## config.mk

```make
export PLATFORM = sky130hd
export DESIGN_NAME = drops
export DESIGN_NICKNAME = d
export VERILOG_FILES = /design/src/rtl/drops_pkg.sv /design/src/rtl/drops_edge.sv /design/src/rtl/drops.sv
export SDC_FILE = /design/constraint.sdc
export NUM_CORES = 1
export LEC_CHECK = 0
export CAP_MARGIN = 20
export CORE_ASPECT_RATIO = 0.7
export CORE_MARGIN = 5
export CORE_UTILIZATION = 35
export CTS_CLUSTER_SIZE = 14
export DETAILED_ROUTE_END_ITERATION = 12
export HOLD_SLACK_MARGIN = 0.12
export PLACE_DENSITY_LB_ADDON = 0.25
export SETUP_SLACK_MARGIN = 0.2
export SYNTH_ARGS = -nofsm -noshare
export SYNTH_HDL_FRONTEND = slang
export SYNTH_SLANG_ARGS = --single-unit
```

## constraint.sdc

```tcl
create_clock -name clk -period 2.67 [get_ports clk]
set_input_delay 0.267 -clock clk [delete_from_list [all_inputs] [get_ports clk]]
set_output_delay 0.267 -clock clk [all_outputs]
set_load 0.01 [all_outputs]
```

## src/rtl/drops_pkg.sv

```systemverilog
// Shared constants and types for the falling-drops seven-segment counter.
// Holds the digit segment table, animation frame segments, FSM state type
// and the tank level ceiling.
package drops_pkg;

  localparam logic [3:0] LEVEL_MAX = 4'd9;

  // Animation frame patterns, segment a = bit0.
  localparam logic [6:0] SEG_A = 7'h01;
  localparam logic [6:0] SEG_G = 7'h40;
  localparam logic [6:0] SEG_D = 7'h08;

  // Active-high segment patterns for digits 0..9.
  localparam logic [6:0] DIGIT_SEG [10] = '{
    7'h3F, 7'h06, 7'h5B, 7'h4F, 7'h66,
    7'h6D, 7'h7D, 7'h07, 7'h7F, 7'h6F
  };

  typedef enum logic [1:0] {
    IDLE = 2'd0,
    F0   = 2'd1,
    F1   = 2'd2,
    F2   = 2'd3
  } anim_state_t;

  // Levels above LEVEL_MAX cannot occur; blank them rather than index past the table.
  function automatic logic [6:0] digit_seg(input logic [3:0] lvl);
    if (lvl > LEVEL_MAX) begin
      return 7'h00;
    end
    return DIGIT_SEG[lvl];
  endfunction

endpackage

```

## src/rtl/drops_edge.sv

```systemverilog
// Push-button synchronizer plus rising-edge detector.
// Ports: clk, rst (sync, active-high), din (async button), rise (one-cycle pulse).
// rise is combinational from flops: high while synced=1 and delayed=0.
module drops_edge (
  input  logic clk,
  input  logic rst,
  input  logic din,
  output logic rise
);

  logic sync1;
  logic sync2;
  logic dly;

  always_ff @(posedge clk) begin
    if (rst) begin
      sync1 <= 1'b0;
      sync2 <= 1'b0;
      dly   <= 1'b0;
    end else begin
      sync1 <= din;
      sync2 <= sync1;
      dly   <= sync2;
    end
  end

  assign rise = sync2 & ~dly;

endmodule

```

## src/rtl/drops.sv

```systemverilog
// Falling-drops tank counter (0..9) shown on a seven-segment digit.
// Ports: clk, rst (sync, active-high), ena (unused), ui_in[1]=ADD, ui_in[0]=DRAIN,
// uo_out = {busy, segments g..a}, uio_out[3:0] = level, uio_oe = 8'hFF.
// Build macro DROPS_ANIM_EN adds the 3-frame drop animation, prescaler and busy flag.
module drops
  import drops_pkg::*;
#(
  parameter int PRESCALE = 16
) (
  input  logic       clk,
  input  logic       rst,
  input  logic       ena,
  input  logic [7:0] ui_in,
  output logic [7:0] uo_out,
  output logic [7:0] uio_out,
  output logic [7:0] uio_oe
);

  logic       add_ev;
  logic       drn_ev;
  logic       single_ev;
  logic [3:0] level;
  logic [6:0] seg_nxt;
  logic       busy_nxt;

  // Inputs that have no function still need a sink.
  logic unused_ok;
  assign unused_ok = &{1'b0, ena, ui_in[7:2], 16'(PRESCALE)};

  drops_edge u_add (
    .clk  (clk),
    .rst  (rst),
    .din  (ui_in[1]),
    .rise (add_ev)
  );

  drops_edge u_drn (
    .clk  (clk),
    .rst  (rst),
    .din  (ui_in[0]),
    .rise (drn_ev)
  );

  // Simultaneous ADD and DRAIN cancel: no level change, no animation.
  assign single_ev = add_ev ^ drn_ev;

  always_ff @(posedge clk) begin
    if (rst) begin
      level <= 4'd0;
    end else if (add_ev && !drn_ev) begin
      if (level < LEVEL_MAX) level <= level + 4'd1;
    end else if (drn_ev && !add_ev) begin
      if (level != 4'd0) level <= level - 4'd1;
    end
  end

`ifdef DROPS_ANIM_EN
  localparam logic [15:0] CNT_LAST = 16'(PRESCALE - 1);

  anim_state_t state;
  anim_state_t state_nxt;
  logic [15:0] cnt;
  logic [15:0] cnt_nxt;

  always_ff @(posedge clk) begin
    if (rst) begin
      state <= IDLE;
      cnt   <= 16'd0;
    end else begin
      state <= state_nxt;
      cnt   <= cnt_nxt;
    end
  end

  always_comb begin
    state_nxt = state;
    cnt_nxt   = cnt;
    seg_nxt   = digit_seg(level);
    busy_nxt  = 1'b0;

    // A fresh event always restarts from frame0, even mid-animation
    // (including saturated events that leave the level untouched).
    if (single_ev) begin
      state_nxt = F0;
      cnt_nxt   = 16'd0;
    end else if (state != IDLE) begin
      if (cnt == CNT_LAST) begin
        cnt_nxt = 16'd0;
        case (state)
          F0:      state_nxt = F1;
          F1:      state_nxt = F2;
          default: state_nxt = IDLE;
        endcase
      end else begin
        cnt_nxt = cnt + 16'd1;
      end
    end

    // Display follows the current state; output flops add one cycle.
    case (state)
      F0: begin
        seg_nxt  = SEG_A;
        busy_nxt = 1'b1;
      end
      F1: begin
        seg_nxt  = SEG_G;
        busy_nxt = 1'b1;
      end
      F2: begin
        seg_nxt  = SEG_D;
        busy_nxt = 1'b1;
      end
      default: begin
        seg_nxt  = digit_seg(level);
        busy_nxt = 1'b0;
      end
    endcase
  end
`else
  always_comb begin
    seg_nxt  = digit_seg(level);
    busy_nxt = 1'b0;
  end
`endif

  always_ff @(posedge clk) begin
    if (rst) begin
      uo_out  <= 8'h3F;
      uio_out <= 8'h00;
    end else begin
      uo_out  <= {busy_nxt, seg_nxt};
      uio_out <= {4'h0, level};
    end
  end

  assign uio_oe = 8'hFF;

endmodule

```

==> metrics.txt, run 1 <==
Leak=0.472 nW; CTS Hold Bufs=0; post-synthesis instance area=1050 um2; Num CTS Buffers=3; antenna-violating nets left=0; Worst path depth=8; placeable core area=2820 um2; Final Hold Viols=0; chip height=55.7 um; asr flop ratio synth=0%; area taken by multi-input logic gates=538 um2; number of DRC violations after detailed routing=0; number of distinct standard cells referenced by the synthesized netlist=29; Die Area=4200 um2; number of vias per cell after detailed routing=4.30; achievable frequency=480 MHz; drt initial violations=40; crit path setup slack, layout=588 ps; row count=16; endpoint required time on the critical path=2830 ps; HPWL Detailed=1.28 mm; Setup Viol. Count Final=0; clock latency at the later pin of the worst-skew pair=250 ps; first-pass GRT wire length=2.68 mm; layout overhead on the synthesized area=15.9%; unrepaired setup endpoints after global routing=no; slowest stage cell on the critical path=sky130_fd_sc_hd__a2111oi_1; register bit count reported by yosys=21; Final min period=2080 ps; number of nets in the finished design=144; flop-to-flop setup slack=590 ps; Placer Congestion=0.767; Sum Neg Setup Slack=0 ps; launching element of the worst setup path=u_add.sync2; R2R Path Start=u_add.sync2; worst clock skew on the final layout=2.28 ps; per-instance average area after synthesis=9.51 um2; DRT Pass-1 Iters=4; predominant post-synthesis flop cell=sky130_fd_sc_hd__dfxtp_1; nature of the critical path endpoint=flip-flop; number of fill cells in the layout=268; count of pins over their slew limit=0; Hold Path Cell Cnt=1; share of final-layout standard cells stronger than drive strength 1=7.32%; io pins=35; Post-Synthesis Cells=110; vias in the first global route=563; effective utilization at floorplan=37.1%; total global routing track utilization=8.15%; detailed-route wire length=1.67 mm; CP max stage delay=390 ps; worst hold slack after final layout=441 ps; Warnings, synthesis=0; hold path startpoint=u_add.sync1; clock net sink count=21; pin count of the biggest net entering global routing=16; Post-synth EDFFs=0; clock input transition at the sequential cells of the worst setup and hold paths=70 ps; CTS Root Buffer Type=sky130_fd_sc_hd__clkbuf_8; Critical path buffers and inverters=1; average detailed-routed wire length per instance=10.5 um; run status=finished clean; Hold WC Path Type=flip-flop to flip-flop; class of the most critical setup path=flip-flop to flip-flop; via total after detailed routing=683; startpoint class of the critical path=flip-flop; antenna violations before repair=0; pre-CTS setup slack=456 ps; worst supply voltage drop on vdd=0.266 mV; worst reg2reg path depth=8; sequential cell area=420 um2; total grt overflow=0; maximum fanout along the worst path=5; arrival time of data at the critical path endpoint=2250 ps; maximum buffer depth of the clock tree=2; Power per Cell Area=629 nW/um2; share of the yosys chip area belonging to registers=40.2%; # Post-CTS Setup Buffers=0; diode insertion count for antenna repair=0; CTS H-tree depth=1; cell-by-cell listing of the critical path=nor2b_1 -> ha_2 -> inv_1 -> ha_1 -> a21oi_1 -> a2111oi_1 -> o21ai_0 -> o311ai_1; Port Buf Inserts=14; CP top delay family=compound AO/OA/AOI/OAI gates; Final period util=78.0%; clock tree from TritonCTS=yes; # resized after CTS=0; horizontal extent of the die=75.3 um; number of max-capacitance violations reported=0
## worst paths after layout
path / end
worst max-delay path: level[3]
worst min-delay path: u_add.sync2
worst max register to register: level[3]
worst min register to register: u_add.sync2
## metrics by stage
step	cells	total power [W]	instance area (um2)	util [%]
CTS	159	0.000778	1210	42.8
global placement	155	0.000565	1160	41.2
finish	159	0.000763	1210	43.0
floorplan	121	0.000523	1090	-
global route	159	0.000817	1210	43.0
detailed placement	155	0.000570	1160	41.2
## cells in the mapped netlist (2+ instances only)
cell type | instances | area, um2
sky130_fd_sc_hd__xnor2_1 | 2 | 17.5
sky130_fd_sc_hd__inv_1 | 4 | 15.0
sky130_fd_sc_hd__nor3_1 | 3 | 15.0
sky130_fd_sc_hd__nand2b_1 | 4 | 25.0
sky130_fd_sc_hd__conb_1 | 2 | 7.51
sky130_fd_sc_hd__nor2b_1 | 9 | 56.3
sky130_fd_sc_hd__nand2_1 | 3 | 11.3
sky130_fd_sc_hd__buf_4 | 14 | 105
sky130_fd_sc_hd__nor2_1 | 11 | 41.3
sky130_fd_sc_hd__clkbuf_1 | 2 | 7.51
sky130_fd_sc_hd__o21ai_0 | 4 | 20.0
sky130_fd_sc_hd__dfxtp_1 | 21 | 420
sky130_fd_sc_hd__a2111oi_0 | 2 | 17.5
sky130_fd_sc_hd__a21o_1 | 4 | 30.0
sky130_fd_sc_hd__a21oi_1 | 4 | 20.0
sky130_fd_sc_hd__ha_1 | 8 | 100
## per-layer routing
layer  routed length (um)  GRT usage, %
met1                  820          11.6
met2                  724          11.2
met3                  110          3.25
met4                   13          2.24
met5                    0             0
## layout make-up
type                       instances  area share [%]
clock buffer                       3            3.41
sequential                        21            34.7
timing repair buffer              15            12.2
clock inverter                     1           0.413
tap                               36            3.72
multi-input combinational         79            44.4
inverter                           4            1.24
## power breakdown
| group | internal (W) | total, W | switching (W) |
|---|---|---|---|
| Sequential | 0.000342 | 0.000371 | 0.0000284 |
| Combinational | 0.0000980 | 0.000193 | 0.0000947 |
| Clock | 0.000104 | 0.000200 | 0.0000962 |
| Total | 0.000544 | 0.000763 | 0.000219 |
## cell usage in the layout (no fill, tap or decap), types with 2 or more instances in the layout
master,Yosys,layout
sky130_fd_sc_hd__a21o_1,4,4
sky130_fd_sc_hd__a21oi_1,4,4
sky130_fd_sc_hd__clkbuf_8,0,3
sky130_fd_sc_hd__clkdlybuf4s50_1,0,14
sky130_fd_sc_hd__conb_1,2,13
sky130_fd_sc_hd__dfxtp_1,21,21
sky130_fd_sc_hd__ha_1,8,7
sky130_fd_sc_hd__inv_1,4,4
sky130_fd_sc_hd__nand2_1,3,3
sky130_fd_sc_hd__nand2b_1,4,4
sky130_fd_sc_hd__nor2_1,11,11
sky130_fd_sc_hd__nor2b_1,9,9
sky130_fd_sc_hd__nor3_1,3,3
sky130_fd_sc_hd__o21ai_0,4,4
sky130_fd_sc_hd__xnor2_1,2,2
## logic make-up after synthesis
family / synth area share (%)
and+or+nand+nor: 18.1
DFF: 40.2
buffers and inverters: 12.7
AOI/OAI and AO/OA: 14.2
adders and majority gates: 11.5
other: 0.718
xor gates and xnor gates: 1.67
muxes: 0.957
## registers in the layout, summed over array words and instances (netlist names)
name         cells
u_drn.sync2      1
u_add.dly        1
u_add.sync1      1
u_drn.dly        1
u_add.sync2      1
level            4
uio_out          4
u_drn.sync1      1
uo_out           7
No activity file was read; power rests on OpenSTA's default activity.
==> run 2, diff against run 1 <==
clock period = 1.95 ns   (was 2.67 ns; I/O delays follow)
==> run 2 against run 1 <==
- utilization is 5.5 points higher
- critical path type unchanged
- clock-buffer cell count increased by 1
- worst hold slack lost 1.3 ps
- routed wire length grew 16%
- cell count rose by 3.8%
- largest power group unchanged
- sequential power rose by 33%
- via count increased by 5.6%
- worst setup slack lost 360 ps
- clock power increased by 41%
- die area unchanged
==> metrics.txt, run 2 (synthesis gave the netlist of run 1 again) <==
run status=finished clean; share of final-layout standard cells stronger than drive strength 1=17.8%; startpoint class of the critical path=flip-flop; average detailed-routed wire length per instance=11.7 um; HPWL Detailed=1.36 mm; placeable core area=2820 um2; number of vias per cell after detailed routing=4.37; DRT Pass-1 Iters=4; Num CTS Buffers=3; chip height=55.7 um; final cell count without fillers=165; worst clock skew on the final layout=5.33 ps; Port Buf Inserts=14; antenna violations before repair=0; Leak=0.512 nW; CTS Hold Bufs=0; count of pins over their slew limit=0; Setup Viol. Count Final=0; Die Area=4200 um2; detailed-route wire length=1.94 mm; CTS H-tree depth=1; worst supply voltage drop on vdd=0.348 mV; clock net sink count=21; Power per Cell Area=821 nW/um2; number of DRC violations after detailed routing=0; slew at the pin closest to its max-slew limit=526 ps; layout overhead on the synthesized area=30.7%; vias in the first global route=718; Hold WC Path Type=flip-flop to flip-flop; Placer Congestion=0.803; core occupancy in the finished layout=48.4%; flop-to-flop setup slack=230 ps; worst hold slack after final layout=439 ps; io pins=35; highest-count cells in the layout ignoring fill and taps=sky130_fd_sc_hd__dfxtp_1 (20), sky130_fd_sc_hd__clkdlybuf4s50_1 (14), sky130_fd_sc_hd__conb_1 (13); Final Hold Viols=0; endpoint required time on the critical path=2120 ps; antenna-violating nets left=0; diode insertion count for antenna repair=0; CTS Root Buffer Type=sky130_fd_sc_hd__clkbuf_8; pin count of the biggest net entering global routing=15; total global routing track utilization=9.71%; clock latency at the later pin of the worst-skew pair=260 ps; Final min period=1720 ps; nature of the critical path endpoint=flip-flop; horizontal extent of the die=75.3 um; most common cell after layout, fill and taps aside=sky130_fd_sc_hd__dfxtp_1; number of flip-flops under the largest register name=7; unrepaired setup endpoints after global routing=yes; number of max-capacitance violations reported=0; number of nets in the finished design=150; achievable frequency=581 MHz; maximum fanout along the worst path=5; total grt overflow=0; arrival time of data at the critical path endpoint=1890 ps; clock input transition at the sequential cells of the worst setup and hold paths=70 ps; clock tree from TritonCTS=yes; Sum Neg Setup Slack=0 ps; remaining max-slew budget at the tightest pin=64.9%; row count=16; effective utilization at floorplan=37.1%; class of the most critical setup path=flip-flop to flip-flop; register with the most flip-flops=uo_out; largest registers in the final layout=uo_out x7, level x4, uio_out x4; maximum buffer depth of the clock tree=2; drt initial violations=28; via total after detailed routing=721; Final period util=88.2%; first-pass GRT wire length=3.17 mm; instance count after placement with tap cells included=159
-- run 2: area by class of cell --
| class | instances | area (um2) |
|---|---|---|
| repair buffers | 21 | 193 |
| flip-flops and latches | 21 | 422 |
| multi-input cells | 79 | 641 |
| clock buffers | 4 | 45.0 |
| fillers | 252 | 1460 |
| well taps | 36 | 45.0 |
| inverters | 4 | 22.5 |
-- run 2: where the power goes --
| part | leakage [nW] | switching, W | internal [W] | total [W] |
|---|---|---|---|---|
| clock network | 0.0228 | 0.000136 | 0.000146 | 0.000282 |
| logic | 0.318 | 0.000177 | 0.000170 | 0.000348 |
| registers | 0.172 | 0.0000257 | 0.000469 | 0.000494 |
-- run 2: worst max-delay path, cell delays in order (launching register included) --
cell                        delay [ps]
sky130_fd_sc_hd__dfxtp_2           330
sky130_fd_sc_hd__nor2b_4           140
sky130_fd_sc_hd__ha_4              170
sky130_fd_sc_hd__inv_8              50
sky130_fd_sc_hd__ha_4              300
sky130_fd_sc_hd__a21oi_4            90
sky130_fd_sc_hd__a2111oi_4         350
sky130_fd_sc_hd__o21ai_1           110
sky130_fd_sc_hd__o311ai_1           90
-- run 2: timing repair --
| item | CTS | global route |
|---|---|---|
| endpoints found under the setup margin | 2 | 3 |
| pin swaps | 3 | 7 |
| buffers inserted | 1 | 1 |
| resized for setup | 10 | 3 |
-- run 2: metal layers --
metal,part of all wire [%],GRT usage [%]
met3,7.3,3.97
met1,46,12.4
met4,0.57,2.99
met2,46,14.8
met5,0,0
-- run 2: final timing paths --
kind	start	to	cells after the start
worst min-delay path	u_add.sync1	u_add.sync2	1
worst min register to register	u_add.sync1	u_add.sync2	1
worst max register to register	u_add.sync2	level[3]	8
worst max-delay path	u_add.sync2	level[3]	8
-- run 2: per-stage QoR --
step | total power (W) | instance area, um2 | setup slack, ps
2_1_floorplan | 0.000727 | 1120 | 202
3_3_place_gp | 0.000800 | 1220 | 187
5_1_grt | 0.00120 | 1370 | 115
4_1_cts | 0.00113 | 1340 | 204
6_report | 0.00112 | 1370 | 230
3_5_place_dp | 0.000808 | 1220 | 126
==> run 3, diff against run 2 <==
ABC_CLOCK_PERIOD_IN_PS = 1950   (was not set)
CAP_MARGIN = not set   (was 20)
==> results of run 3 <==
The final DEF is identical to that of run 2; final timing and power are the same.
